<file path="src/rtl/instr_issue.sv">
// Instruction fetch-and-issue unit: single-outstanding fetch port, small issue FIFO, redirect and halt.
// Define ISSUE_PREFETCH_EN for a 2-entry prefetch buffer; the default build uses a 1-entry buffer.
module instr_issue #(
    parameter int              PC_W     = 16,
    parameter int              INSTR_W  = 16,
    parameter logic [PC_W-1:0] RESET_PC = '0,
    parameter logic [3:0]      HALT_OP  = 4'b1111
) (
    input  logic               clk,
    input  logic               reset_n,
    output logic               mem_req,
    output logic [PC_W-1:0]    mem_addr,
    input  logic               mem_rvalid,
    input  logic [INSTR_W-1:0] mem_rdata,
    output logic               issue_valid,
    input  logic               issue_ready,
    output logic [INSTR_W-1:0] issue_instr,
    output logic [3:0]         issue_opcode,
    output logic [PC_W-1:0]    issue_pc,
    input  logic               redirect_valid,
    input  logic [PC_W-1:0]    redirect_pc,
    output logic               halted
);

`ifdef ISSUE_PREFETCH_EN
    localparam int DEPTH = 2;
`else
    localparam int DEPTH = 1;
`endif

    typedef enum logic [1:0] {S_IDLE, S_WAIT, S_DROP, S_HALT} state_e;

    typedef struct packed {
        logic [INSTR_W-1:0] instr;
        logic [PC_W-1:0]    pc;
    } entry_t;

    state_e                  state_q, state_d;
    logic [PC_W-1:0]         fetch_pc_q, fetch_pc_d;
    logic [PC_W-1:0]         req_addr_q, req_addr_d;
    logic                    halted_q, halted_d;
    entry_t [DEPTH-1:0]      ent_q, ent_d;
    logic   [DEPTH-1:0]      vld_q, vld_d;

    logic slot_free, fire, halt_fire, push, flush, placed;

    // Entries stay packed from index 0, so the top valid bit alone means full.
    assign slot_free = ~vld_q[DEPTH-1];
    assign fire      = vld_q[0] & issue_ready & ~redirect_valid;
    assign halt_fire = fire & (ent_q[0].instr[INSTR_W-1 -: 4] == HALT_OP);
    assign flush     = redirect_valid | halt_fire;
    assign push      = (state_q == S_WAIT) & mem_rvalid & ~flush;

    // Held low during reset; a halting fire suppresses the request in its own cycle.
    assign mem_req  = reset_n & (state_q == S_IDLE) & ~halted_q & slot_free
                    & ~redirect_valid & ~halt_fire;
    assign mem_addr = fetch_pc_q;

    assign issue_valid  = vld_q[0];
    assign issue_instr  = ent_q[0].instr;
    assign issue_opcode = ent_q[0].instr[INSTR_W-1 -: 4];
    assign issue_pc     = ent_q[0].pc;
    assign halted       = halted_q;

    always_comb begin
        ent_d  = ent_q;
        vld_d  = vld_q;
        placed = 1'b0;
        if (flush) begin
            vld_d = '0;
        end else begin
            if (fire) begin
                for (int i = 0; i < DEPTH-1; i++) begin
                    ent_d[i] = ent_q[i+1];
                    vld_d[i] = vld_q[i+1];
                end
                vld_d[DEPTH-1] = 1'b0;
            end
            if (push) begin
                for (int i = 0; i < DEPTH; i++) begin
                    if (!vld_d[i] && !placed) begin
                        ent_d[i].instr = mem_rdata;
                        ent_d[i].pc    = req_addr_q;
                        vld_d[i]       = 1'b1;
                        placed         = 1'b1;
                    end
                end
            end
        end
    end

    always_comb begin
        state_d    = state_q;
        fetch_pc_d = fetch_pc_q;
        req_addr_d = req_addr_q;
        halted_d   = halted_q;

        if (mem_req) begin
            fetch_pc_d = fetch_pc_q + 1'b1;
            req_addr_d = fetch_pc_q;
        end
        if (halt_fire) halted_d = 1'b1;

        unique case (state_q)
            S_IDLE: begin
                if (halt_fire)    state_d = S_HALT;
                else if (mem_req) state_d = S_WAIT;
            end
            S_WAIT: begin
                if (mem_rvalid)     state_d = halt_fire ? S_HALT : S_IDLE;
                else if (halt_fire) state_d = S_DROP;
            end
            S_DROP: begin
                if (mem_rvalid) state_d = halted_q ? S_HALT : S_IDLE;
            end
            S_HALT: state_d = S_HALT;
            default: state_d = S_IDLE;
        endcase

        // A response landing in the redirect cycle retires the outstanding fetch, so no DROP.
        if (redirect_valid) begin
            fetch_pc_d = redirect_pc;
            halted_d   = 1'b0;
            if ((state_q == S_WAIT || state_q == S_DROP) && !mem_rvalid) state_d = S_DROP;
            else                                                        state_d = S_IDLE;
        end
    end

    always_ff @(posedge clk or negedge reset_n) begin
        if (!reset_n) begin
            state_q    <= S_IDLE;
            fetch_pc_q <= RESET_PC;
            req_addr_q <= RESET_PC;
            halted_q   <= 1'b0;
            ent_q      <= '0;
            vld_q      <= '0;
        end else begin
            state_q    <= state_d;
            fetch_pc_q <= fetch_pc_d;
            req_addr_q <= req_addr_d;
            halted_q   <= halted_d;
            ent_q      <= ent_d;
            vld_q      <= vld_d;
        end
    end

endmodule

</file>
<file path="config.mk">
export PLATFORM = sky130hd
export DESIGN_NAME = instr_issue
export DESIGN_NICKNAME = d
export VERILOG_FILES = /design/src/rtl/instr_issue.sv
export SDC_FILE = /design/constraint.sdc
export NUM_CORES = 1
export LEC_CHECK = 0
export CAP_MARGIN = 20
export CORE_UTILIZATION = 30
export DETAILED_ROUTE_END_ITERATION = 6
export SYNTH_ARGS = -nofsm -noshare
export SYNTH_HDL_FRONTEND = slang
export SYNTH_SLANG_ARGS = --single-unit
</file>
<file path="constraint.sdc">
create_clock -name clk -period 2 [get_ports clk]
set_input_delay 0.2 -clock clk [delete_from_list [all_inputs] [get_ports clk]]
set_output_delay 0.2 -clock clk [all_outputs]
set_load 0.1 [all_outputs]
</file>
### Word-level counts from Yosys, hierarchy flattened

Cells that the tools add are included.

* add/subtract/negate cells: 1
* equal/unequal tests: 7
* multiplexer cells: 18
* bitwise operators: 17
* reductions and logical operators: 8

Operators by type and width (count)
* 16-bit 2-to-1 mux: 2
* 2-bit 2-to-1 mux: 9
* 16-bit by 1-bit adder with 16-bit output, second input constant: 1
* 1-bit bitwise AND: 10
* 4-bit != test, second input constant: 2
* 2-bit case mux with 4 select lines: 1
* 1-bit 2-to-1 mux: 6
* 1-bit inverter: 6
* 3-bit AND reduction: 2
* 2-bit == test, second input constant: 2
* 4-bit == test, second input constant: 1
* 2-bit nonzero test: 2
* 3-bit != test, second input constant: 1
* 2-bit by 1-bit == test with 1-bit output, second input constant: 1
* 2-bit zero test: 1
* 1-bit logical AND: 1
* 1-bit zero test: 1
* 1-bit logical OR: 1
* 1-bit bitwise OR: 1

* bits in registers: 68
* input bits: 37
* output and inout port bits: 55

### Logic depth before layout (Yosys ltp)

* depth after elaboration: 10
* depth in mapped cells: 7

### Least setup slack after synthesis

Ideal clock, no wire load.

* path type: register -> register
* start point: register vld_q, in the netlist issue_valid
* end point: register req_addr_q[11]
* library setup time: 126 ps
* arrival: 2433 ps
* required time: 1874 ps
* path slack: -559 ps
* cell stages (with the launch flop): 6
* path buffers: 2
* cells stage by stage: dfrtp_1 -> and4bb_2 -> and2_1 -> buf_2 -> buf_2 -> mux2_2

* longest elaborated chain between the ends: 5
* elaborated cells on any way between the ends: 8
* classes of those cells: bitwise: 8

RTL lines
* from (decl): line 43 `logic [DEPTH-1:0] vld_q, vld_d;`
* from (signal assigned): line 143 `vld_q <= vld_d;`
* 1-bit bitwise AND (2 in a row): line 49 `assign fire = vld_q[0] & issue_ready & ~redirect_valid;`
* 1-bit bitwise AND: line 50 `assign halt_fire = fire & (ent_q[0].instr[INSTR_W-1 -: 4] == HALT_OP);`
* 1-bit inverter: line 56 `& ~redirect_valid & ~halt_fire;`
* 1-bit bitwise AND (*): line 56
* via mem_req: line 11 `output logic mem_req,`
* to (signal assigned): line 140 `req_addr_q <= req_addr_d;`
* to (decl): line 40 `logic [PC_W-1:0] req_addr_q, req_addr_d;`

The timed path passes the listed nets; every way through them passes the cells marked *.
A chain may end at the register's enable or synchronous reset.

### Worst setup path after layout

* start point: register state_q[1]
* end point: output mem_req

* longest elaborated chain between the ends: 6

RTL lines
* from (decl): line 38 `state_e state_q, state_d;`
* from (signal assigned): line 138 `state_q <= state_d;`
* 2-bit zero test: line 55 `assign mem_req = reset_n & (state_q == S_IDLE) & ~halted_q & slot_free`
* 1-bit bitwise AND (3 in a row): line 55
* 1-bit bitwise AND (2 in a row): line 56
* to (decl): line 11

Every way passes these cells.

==> out/metrics.yaml <==
global_routing:
  track_usage: 0.1452
  grt_pass1_vias: 2246
  overflow: 0
  grt_max_degree: 69
  antenna_found_initial: 0
  grt_pass1_wl_mm: 11.32
sta:
  fin_crit_ns: 1.885
  hold_viol: 0
  tns_ns: 0
  fmax_mhz: 530.4
  finalSetupViolCount: 0
  post-route-period-util: 0.9427
  max_slew.worst_pin.slew_ns: 0.8528
  grt_setup_unrepaired: "no"
  report.final.slew_viol_count: 0
  timing.final.ws_setup_ns: 0.1145
  relSlewSlack: 0.4315
  fin_skew_ns: 0.009752
die:
  rows: 36
  die_x_um: 102.5
  dieArea_um2: 10520
  io_pins: 92
  design.core.area_um2: 9774
  start_util: 0.3103
  die_h_um: 102.5
detailed_routing:
  drc: 0
  viasPerCell: 4.622
  wire_per_inst_um: 14.51
  final_antenna_net_count: 0
  drtPass1Iterations: 4
  drtIter0Drc: 96
  wl_mm: 6.980
  vias: 2223
worst_setup_path:
  cp_common_cell: "buf_12"
  worstSetupPathType: "register to output port"
  path_buf_inv: 3
  endpoint_kind: "output port"
  critPathArrivalTime_ns: 1.69
  crit_slowest_cell: "dfrtp_1"
  crit_path_cell_trace: "inv_2, ha_1, and4bb_2, and2_4, buf_12, buf_12"
  crit_required_ns: 1.80
  max_stage_delay_ns: 0.40
  cp_top_family: "simple AND/OR/NAND/NOR gates"
  critical_path.max_fanout: 4
  startpoint_type: "register"
finish:
  postLayoutCellArea_um2: 4288
  drive_gt1_frac: 0.4454
  post-route-util: 0.4387
  insertedDiodeCount: 0
  area_delta_synth_final_pct: 41.38
  final_nets: 386
placed_design:
  port_buffers: 91
  pre_cts_slack_ns: 0.07623
  place.gp.congestion: 0.7271
  placed_cell_area_um2: 4043
  dp_hpwl_mm: 4.893
cts:
  clk_pin_slew_ns: 0.07
  clock-root-buffer: "clkbuf_8"
  clock_sinks: 68
  cts_made_buffers: 9
  holdBufCountCts: 0
  htree_levels: 3
  cts_max_path_buffers: 2
  clkLatencyLatePin_ns: 0.34
  cts_tree: "built"
synth:
  netlist.area_leader.share: 0.5611
  synth_seq_cells: 68
  yosysSeqAreaShare: 0.5611
  ys.flop_type: "dfrtp_1"
  synth.top_cells.by_area: "dfrtp_1, mux2_2, ha_1, nand2_1, xor2_1"
  syn_avg_cell_area_um2: 12.53
  syn-num-nets: 285
  synth-edff-count: 0
  yosysTopAreaCell: "dfrtp_1"
  yosysWarnings: 0
  syn_inst: 242
  yosysUniqueCellTypes: 39
  async_flop_share: 1.000
  netlist_area_um2: 3033
job:
  cap_violations: 0
hold_path:
  min_path_type: "input port to asynchronous set/reset pin"
outcome:
  status: "finished clean"
==> repair_timing <==
item,in CTS,in global routing
setup endpoints to repair,1,17
setup buffers,2,1
pin swaps,1,1
resized for setup,1,3
==> through the flow <==
step | hold slack [ns] | cells
finish | 0.08320 | 481
global route | 0.1683 | 481
floorplan | -0.09559 | 242
CTS | 0.1228 | 480
global placement | 0.4835 | 462
detailed placement | 0.4903 | 462
==> routing by layer <==
| layer | global-route usage | share of wire | vias to the layer above |
|---|---|---|---|
| met1 | 0.1877 | 0.45 | 1093 |
| met5 | 0 | 0 | - |
| met2 | 0.2318 | 0.49 | 58 |
| met4 | 0.05604 | 0.0089 | 0 |
| li1 | - | - | 1066 |
| met3 | 0.03932 | 0.053 | 6 |
==> cell usage after synthesis, drive strengths merged (3+ instances only) <==
master,number
nand2,17
o221ai,3
buf,11
mux2,48
dfrtp,68
nand4,5
nor2,11
or4,4
o31ai,4
clkbuf,3
nand3,7
a31oi,5
inv,6
o21ai,10
ha,6
xor2,7
==> sequential cells by signal (all words and copies together), names as in the netlist <==
| name | cells |
|---|---|
| issue_instr | 16 |
| issue_pc | 16 |
| mem_addr | 16 |
| req_addr_q | 16 |
| state_q | 2 |
| halted | 1 |
| issue_valid | 1 |
==> cell families (layout without fill, tap and decap cells) <==
family,count (synthesis),count (layout),synth area share
flops,68,68,0.5611
fa+ha+maj,6,6,0.02475
compound gates,34,34,0.07756
buf+inv,20,126,0.03424
simple gates,57,57,0.09777
mux,49,49,0.1815
xor+xnor,8,8,0.02310
==> path summary, 6_finish.rpt <==
kind | from | end | slack [ns] | depth (start not counted)
max | state_q[1] | mem_req | 0.11 | 6
min | reset_n | issue_instr[1] | 0.08 | 2
max reg2reg | state_q[1] | mem_addr[14] | 0.12 | 6
min reg2reg | req_addr_q[5] | issue_pc[5] | 0.50 | 1
max in group asynchronous | reset_n | issue_instr[15] | 1.28 | 2
min in group clk | redirect_pc[5] | mem_addr[5] | 0.42 | 3
==> cells in the final DEF (no fill, tap or decap), types with 3 or more instances in the layout <==
master and instances:
o31ai_1 4, xor2_1 7, buf_4 65, ha_1 6, nand2_1 17, nand4_1 5
dfrtp_4 3, clkdlybuf4s50_1 35, buf_12 3, or4_1 4, a31oi_1 5, inv_1 4
o21ai_0 10, dfrtp_1 51, o221ai_1 3, nand3_1 6, mux2_2 48, dfrtp_2 14
clkinv_2 3, clkbuf_8 10, nor2_1 11
==> worst register-to-register path, stage by stage (launching register included) <==
cell	delay, ns
dfrtp_1	0.40
inv_2	0.08
ha_1	0.15
and4bb_2	0.29
nand3_2	0.19
or4_1	0.54
a31oi_1	0.16
==> cell type report <==
class	count	area, µm²
clock buffers	11	141.4
inverters	6	22.52
multi-input cells	154	1242
fillers	938	5487
well taps	133	166.4
clock inverters	5	75.07
repair buffers	104	909.6
flip-flops and latches	68	1730
Power is left out: the tool's default activity adds up to more than one toggle a clock period on the data nets, which glitch-free logic cannot reach.
